File: src/rtl/priority_arbiter_if.sv
// Request/grant bundle between a set of requesters and the priority arbiter.
// The arbiter connects to the slave modport; the requester side uses master.
interface priority_arbiter_if #(
    parameter int N = 8,
    parameter int W = $clog2(N)
);
    logic [N-1:0] req;
    logic         ack;
    logic [W-1:0] idx;
    logic [N-1:0] grant;
    logic         valid;

    modport master (
        output req,
        output ack,
        input  idx,
        input  grant,
        input  valid
    );

    modport slave (
        input  req,
        input  ack,
        output idx,
        output grant,
        output valid
    );
endinterface

File: src/rtl/priority_arbiter.sv
// Registered N-way arbiter with fixed-priority or round-robin selection.
// A grant is held until acknowledged, followed by one idle bubble cycle.
module priority_arbiter #(
    parameter int N    = 8,
    parameter int MODE = 0
) (
    input  logic                 clk,
    input  logic                 rst,
    priority_arbiter_if.slave    bus
);
    localparam int W = $clog2(N);

    typedef enum logic {
        IDLE  = 1'b0,
        GRANT = 1'b1
    } state_t;

    state_t       state_q, state_d;
    logic [W-1:0] idx_q, idx_d;
    logic [N-1:0] grant_q, grant_d;
    logic         valid_q, valid_d;
    logic [W-1:0] ptr_q, ptr_d;
    logic [W-1:0] winner;

    // Fixed mode: highest set bit wins. Round-robin: search ptr downward, wrapping.
    always_comb begin
        logic found;
        int   cand;
        logic [W-1:0] pos;
        winner = '0;
        found  = 1'b0;
        cand   = 0;
        pos    = '0;
        if (MODE == 0) begin
            for (int i = 0; i < N; i++) begin
                pos = W'(i);
                if (bus.req[pos]) winner = pos;
            end
        end else begin
            for (int off = 0; off < N; off++) begin
                cand = int'(ptr_q) - off;
                if (cand < 0) cand = cand + N;
                pos = W'(cand);
                if (!found && bus.req[pos]) begin
                    winner = pos;
                    found  = 1'b1;
                end
            end
        end
    end

    // NOTE: every output of this block gets a default first, so no latch can be inferred.
    always_comb begin
        state_d = state_q;
        idx_d   = idx_q;
        grant_d = grant_q;
        valid_d = valid_q;
        ptr_d   = ptr_q;
        case (state_q)
            IDLE: begin
                idx_d   = '0;
                grant_d = '0;
                valid_d = 1'b0;
                if (|bus.req) begin
                    state_d = GRANT;
                    idx_d   = winner;
                    grant_d = N'(1) << winner;
                    valid_d = 1'b1;
                end
            end
            GRANT: begin
                if (bus.ack) begin
                    state_d = IDLE;
                    idx_d   = '0;
                    grant_d = '0;
                    valid_d = 1'b0;
                    if (MODE == 1) ptr_d = (idx_q == '0) ? W'(N - 1) : idx_q - 1'b1;
                end
            end
            default: state_d = IDLE;
        endcase
    end

    // NOTE: state registers use non-blocking assignments so all of them update together at the edge.
    always_ff @(posedge clk) begin
        if (rst) begin
            state_q <= IDLE;
            idx_q   <= '0;
            grant_q <= '0;
            valid_q <= 1'b0;
            ptr_q   <= W'(N - 1);
        end else begin
            state_q <= state_d;
            idx_q   <= idx_d;
            grant_q <= grant_d;
            valid_q <= valid_d;
            ptr_q   <= ptr_d;
        end
    end

    assign bus.idx   = idx_q;
    assign bus.grant = grant_q;
    assign bus.valid = valid_q;
endmodule

File: src/flat_wrapper.sv
// flat-port wrapper written by rule: the top's interface ports become plain ports
module priority_arbiter_flat 
#(
    parameter int N    = 8,
    parameter int MODE = 0
)
  (clk, rst, bus_req, bus_ack, bus_idx, bus_grant, bus_valid);
  priority_arbiter_if #(.N(N)) bus_i ();
  input  logic clk;
  input  logic rst;
  input wire logic [$bits(bus_i.req)-1:0] bus_req;
  input wire logic [$bits(bus_i.ack)-1:0] bus_ack;
  output wire logic [$bits(bus_i.idx)-1:0] bus_idx;
  output wire logic [$bits(bus_i.grant)-1:0] bus_grant;
  output wire logic [$bits(bus_i.valid)-1:0] bus_valid;
  assign bus_i.req = bus_req;
  assign bus_i.ack = bus_ack;
  assign bus_idx = bus_i.idx;
  assign bus_grant = bus_i.grant;
  assign bus_valid = bus_i.valid;
  priority_arbiter #(.N(N), .MODE(MODE)) u_core (.clk(clk), .rst(rst), .bus(bus_i));
endmodule
File: config.mk
export PLATFORM = sky130hd
export DESIGN_NAME = priority_arbiter_flat
export DESIGN_NICKNAME = d
export VERILOG_FILES = /design/src/rtl/priority_arbiter_if.sv /design/src/rtl/priority_arbiter.sv /design/src/flat_wrapper.sv
export SDC_FILE = /design/constraint.sdc
export NUM_CORES = 1
export LEC_CHECK = 0
export CORE_ASPECT_RATIO = 0.9
export CORE_MARGIN = 10
export CORE_UTILIZATION = 36
export DETAILED_ROUTE_END_ITERATION = 16
export GPL_TIMING_DRIVEN = 0
export PLACE_DENSITY = 0.82
export SETUP_SLACK_MARGIN = 0.4
export SYNTH_ARGS = -nofsm -noshare
export SYNTH_HDL_FRONTEND = slang
export SYNTH_SLANG_ARGS = --single-unit
File: constraint.sdc
create_clock -name clk -period 1.2 [get_ports clk]
set_clock_uncertainty 0.1 [all_clocks]
set_input_delay 0.3 -clock clk [delete_from_list [all_inputs] [get_ports clk]]
set_output_delay 0.3 -clock clk [all_outputs]
set_load 0.02 [all_outputs]
Word level (Yosys, flattened, before mapping)
Cells that the tools add are included.
{"block": "totals", "reg_bits": 13, "inputBits": 11, "out_inout_bits": 12, "elab_cells": 26}
{"block": "op_classes", "n_eq_ne": 1, "shifts": 1, "mux": 18, "n_bitwise": 1, "n_reduce_logical": 1}
{"cell": "$mux W3", "n": 8}
{"cell": "$mux W8", "n": 2}
{"cell": "$pmux W8 S2", "n": 1}
{"cell": "$reduce_or A8 Y1", "n": 1}
{"cell": "$shl A1 B3 Y8 const A", "n": 1}
{"cell": "$pmux W3 S2", "n": 1}
{"cell": "$mux W1", "n": 4}
{"cell": "$pmux W1 S2", "n": 2}
{"cell": "$ne A2 B2 Y1 const B", "n": 1}
{"cell": "$not A1 Y1", "n": 1}

Longest topological paths before layout
{"block": "logic_depth", "depth_word": 10, "depth_mapped": 5, "ltp_nobuf": 4}

Worst setup path before layout
No wires, ideal clock.
{"block": "synth_timing", "path_type": "in2reg", "start": "in bus_req[4]", "end": "reg u_core.idx_q[0], in the netlist u_core.bus.idx[0]", "setup_time_ns": 0.117, "t_arrival_ns": 0.974, "required_ns": 0.983, "path_slack_ns": 0.009, "cell_stages": 3, "n_path_buf": 0, "cell_sequence": "nor4_4 nand3_1 a32o_1"}
{"block": "synth_via", "elab_chain_len": 6, "elab_cells_between_ends": 7, "classes_between": "mux: 6; reduce/logical: 1"}
{"item": "start, declared", "line_no": "flat_wrapper.sv:11", "rtl": "input wire logic [$bits(bus_i.req)-1:0] bus_req;"}
{"item": "$mux W3 (4 in series)", "line_no": "priority_arbiter.sv:37", "rtl": "if (bus.req[pos]) winner = pos;"}
{"item": "$mux W3 (*)", "line_no": "priority_arbiter.sv:64", "rtl": "if (|bus.req) begin"}
{"item": "$pmux W3 S2 (*)", "line_no": "priority_arbiter.sv:59", "rtl": "case (state_q)"}
{"item": "end signal, assigned", "line_no": "priority_arbiter.sv:94", "rtl": "idx_q <= idx_d;"}
{"item": "end, declared", "line_no": "priority_arbiter.sv:19", "rtl": "logic [W-1:0] idx_q, idx_d;"}
Every way passes the cells marked *; elsewhere a longest branch is shown, timed or not.
A chain may end at the register's enable or synchronous reset.

Worst setup path after layout
{"block": "layout_timing", "start": "reg u_core.grant_q[7], in the netlist u_core.bus.grant[7]", "end": "out bus_grant[7]"}
{"item": "start, declared", "line_no": "priority_arbiter.sv:20", "rtl": "logic [N-1:0] grant_q, grant_d;"}
{"item": "start signal, assigned", "line_no": "priority_arbiter.sv:95", "rtl": "grant_q <= grant_d;"}
{"item": "end, declared", "line_no": "flat_wrapper.sv:14", "rtl": "output wire logic [$bits(bus_i.grant)-1:0] bus_grant;"}
No word-level cell between the ends.

==> results_dict.tcl <==
set metrics [dict create \
    status "finished, final reports clean" \
    p_per_area_mw_per_mm2 970 \
    max-cap-violations 0 \
    busiest_layer "met2" \
    die_area_sq_mm 0.00355 \
    stdcell_count 113 \
    crit_buf_inv 1 \
    antenna_left 0 \
    gr-total-overflow 0 \
    hold_buffers 0 \
    maxSlewViolCount 0 \
    clk_latency_ns 0.28 \
    synth-main-ff-cell "dfxtp_1" \
    cp-end-kind "primary output" \
    clk_pin_slew_ns 0.08 \
    finalHoldViolCount 0 \
    synth_edf_count 0 \
    hold_path_class "in -> reg" \
    cts_buffer_depth 2 \
    cts_buffers 3 \
    synth_top_cell_by_area "dfxtp_1" \
    synth_warnings 0 \
    rsz0062_at_grt "yes" \
    boundaryPins 23 \
    coreArea_sq_mm 0.00146 \
    drtPass1Iterations 4 \
    viasPerCell 5.65 \
    cts.sinks 13 \
    diodes 0 \
    drc 0 \
    layout_min_cycle_time_ns 1.16 \
    async_flop_share 0 \
    totalWireLength_um 1990 \
    synth.cell_area_sq_um 563 \
    postPlaceCellArea_sq_um 818 \
    antenna_found_initial 0 \
    ir_drop_mv 0.697 \
    finalSetupViolCount 0 \
    critPathSlowestCell "dfxtp_2" \
    yosysUniqueCellTypes 22 \
    fin_crit_sh 0.964 \
    synth_top_cell_area_share 0.462 \
    die_y_um 57.5 \
    yosys-top-cells-area "dfxtp_1, nor2_1, a21oi_1" \
    grt_use_total 0.111 \
    die_w_um 61.7 \
    synth_cells 64 \
    grt_pass1_wl_um 2860 \
    rows 13 \
    ys_ff_latch 13 \
    root_buffer "clkbuf_4" \
    vias 638 \
    synthToLayoutAreaGrowth_pct 83.1 \
    first_iter_violations 14 \
    critical_path.top_delay_family "flip-flops" \
    cp.arrival_ns 0.76 \
    placed_cells 100 \
    use_met1 0.106 \
    hpwl_um 1200 \
    cts_tree "done" \
    routabilityCongestion 0.757 \
    maxSlewHeadroom 0.815 \
    grt_max_degree 11 \
    final.setup.tns_ns 0 \
    routedWlPerCell_um 17.6 \
    start_util 0.385 \
    synth_commonest_cells "dfxtp_1, nor2_1, a21oi_1, nand2_1" \
    required_ns 0.80 \
    holdWs_ns 0.250 \
    max_slew.worst_pin.slew_ns 0.276 \
    htree_num_levels 1 \
    mappedNetlistNets 75 \
    cp_slowest_stage_delay_ns 0.36 \
    critPathKind "reg -> out" \
    finalWorstSetupSlack_ns 0.0433 \
    dp_slack_ns -0.662 \
    design_area_sq_mm 0.00103 \
    max_freq_ghz 0.865 \
    layout-drive-gt1-share 0.653 \
    nNetsFinal 110 \
    ys_seq_area_frac 0.462 \
    path_cells "buf_6" \
    start_kind "flop" \
    syn_area_per_cell_sq_um 8.80 \
    p_leak_uw 0.000427 \
    grt_util_met2 0.173 \
    worstPathMaxFanout 2 \
    grt_pass1_vias 601 \
    grtUsageMet3 0.0686 \
    io_buffers 21 \
    reg2reg_slack_ns 0.12 \
]
## routing by layer
metal | share of wire | up-vias | routed length (um)
li1 | - | 302 | -
met1 | 0.38 | 300 | 756
met2 | 0.49 | 24 | 977
met3 | 0.080 | 12 | 160
met4 | 0.048 | 0 | 96
met5 | 0 | - | 0
## path summary, 6_finish.rpt
check,from,endpoint,cells after the start
setup / recovery,u_core.bus.grant[7],bus_grant[7],1
hold / removal,rst,u_core.bus.valid,2
setup reg to reg,u_core.state_q,u_core.bus.grant[6],3
hold reg to reg,u_core.bus.grant[1],u_core.bus.grant[1],2
## layout by cell type (no fill, tap or decap), types with 2 or more instances in the layout
| cell type | instances |
|---|---|
| inv_1 | 3 |
| buf_6 | 16 |
| a21oi_2 | 4 |
| nand2b_4 | 2 |
| buf_2 | 4 |
| a22o_1 | 2 |
| nor2_2 | 3 |
| o31ai_1 | 2 |
| dlygate4sd2_1 | 3 |
| clkbuf_4 | 3 |
| nand3_1 | 2 |
| nor2_1 | 7 |
| nor2_4 | 3 |
| buf_4 | 7 |
| dfxtp_2 | 12 |
| a31oi_1 | 3 |
| nand2_1 | 4 |
## registers in the layout, indices dropped and copies added, names as in the netlist
signal,flops
u_core.bus.grant,8
u_core.bus.valid,1
u_core.bus.idx,3
u_core.state_q,1
## logic make-up after synthesis
kind of cell	Yosys count	synth area share
flops	13	0.462
buf+inv	5	0.0378
simple gates	27	0.258
compound gates	19	0.242
## repair_timing
item | in CTS | in global routing
resized for setup | 123 | 11
buffers inserted | 3 | 5
endpoints found under the setup margin | 25 | 25
gates cloned | 1 | 0
endpoints found under the hold margin | 0 | 0
pin swaps | 15 | 10
## metrics by stage
stage          power, uW   util
2_1_floorplan        566      -
3_3_place_gp         656  0.559
3_5_place_dp         659  0.559
4_1_cts              962  0.644
5_1_grt             1050  0.704
6_report            1000  0.704
## area by class of cell
type / instances / area [sq um]
Tap cell: 15 / 18.8
Clock buffer: 4 / 26.3
Timing Repair Buffer: 30 / 298
Buffer: 2 / 16.3
Fill cell: 104 / 433
Sequential cell: 13 / 279
Inverter: 3 / 11.3
Multi-Input combinational cell: 46 / 382
## where the power goes
part / total, uW / switching (uW) / internal [uW] / leakage, uW
registers: 480 / 25.2 / 454 / 0.000112
clock network: 271 / 141 / 129 / 0.0000150
logic: 250 / 121 / 129 / 0.000300
No activity file was read; power rests on OpenSTA's default activity.
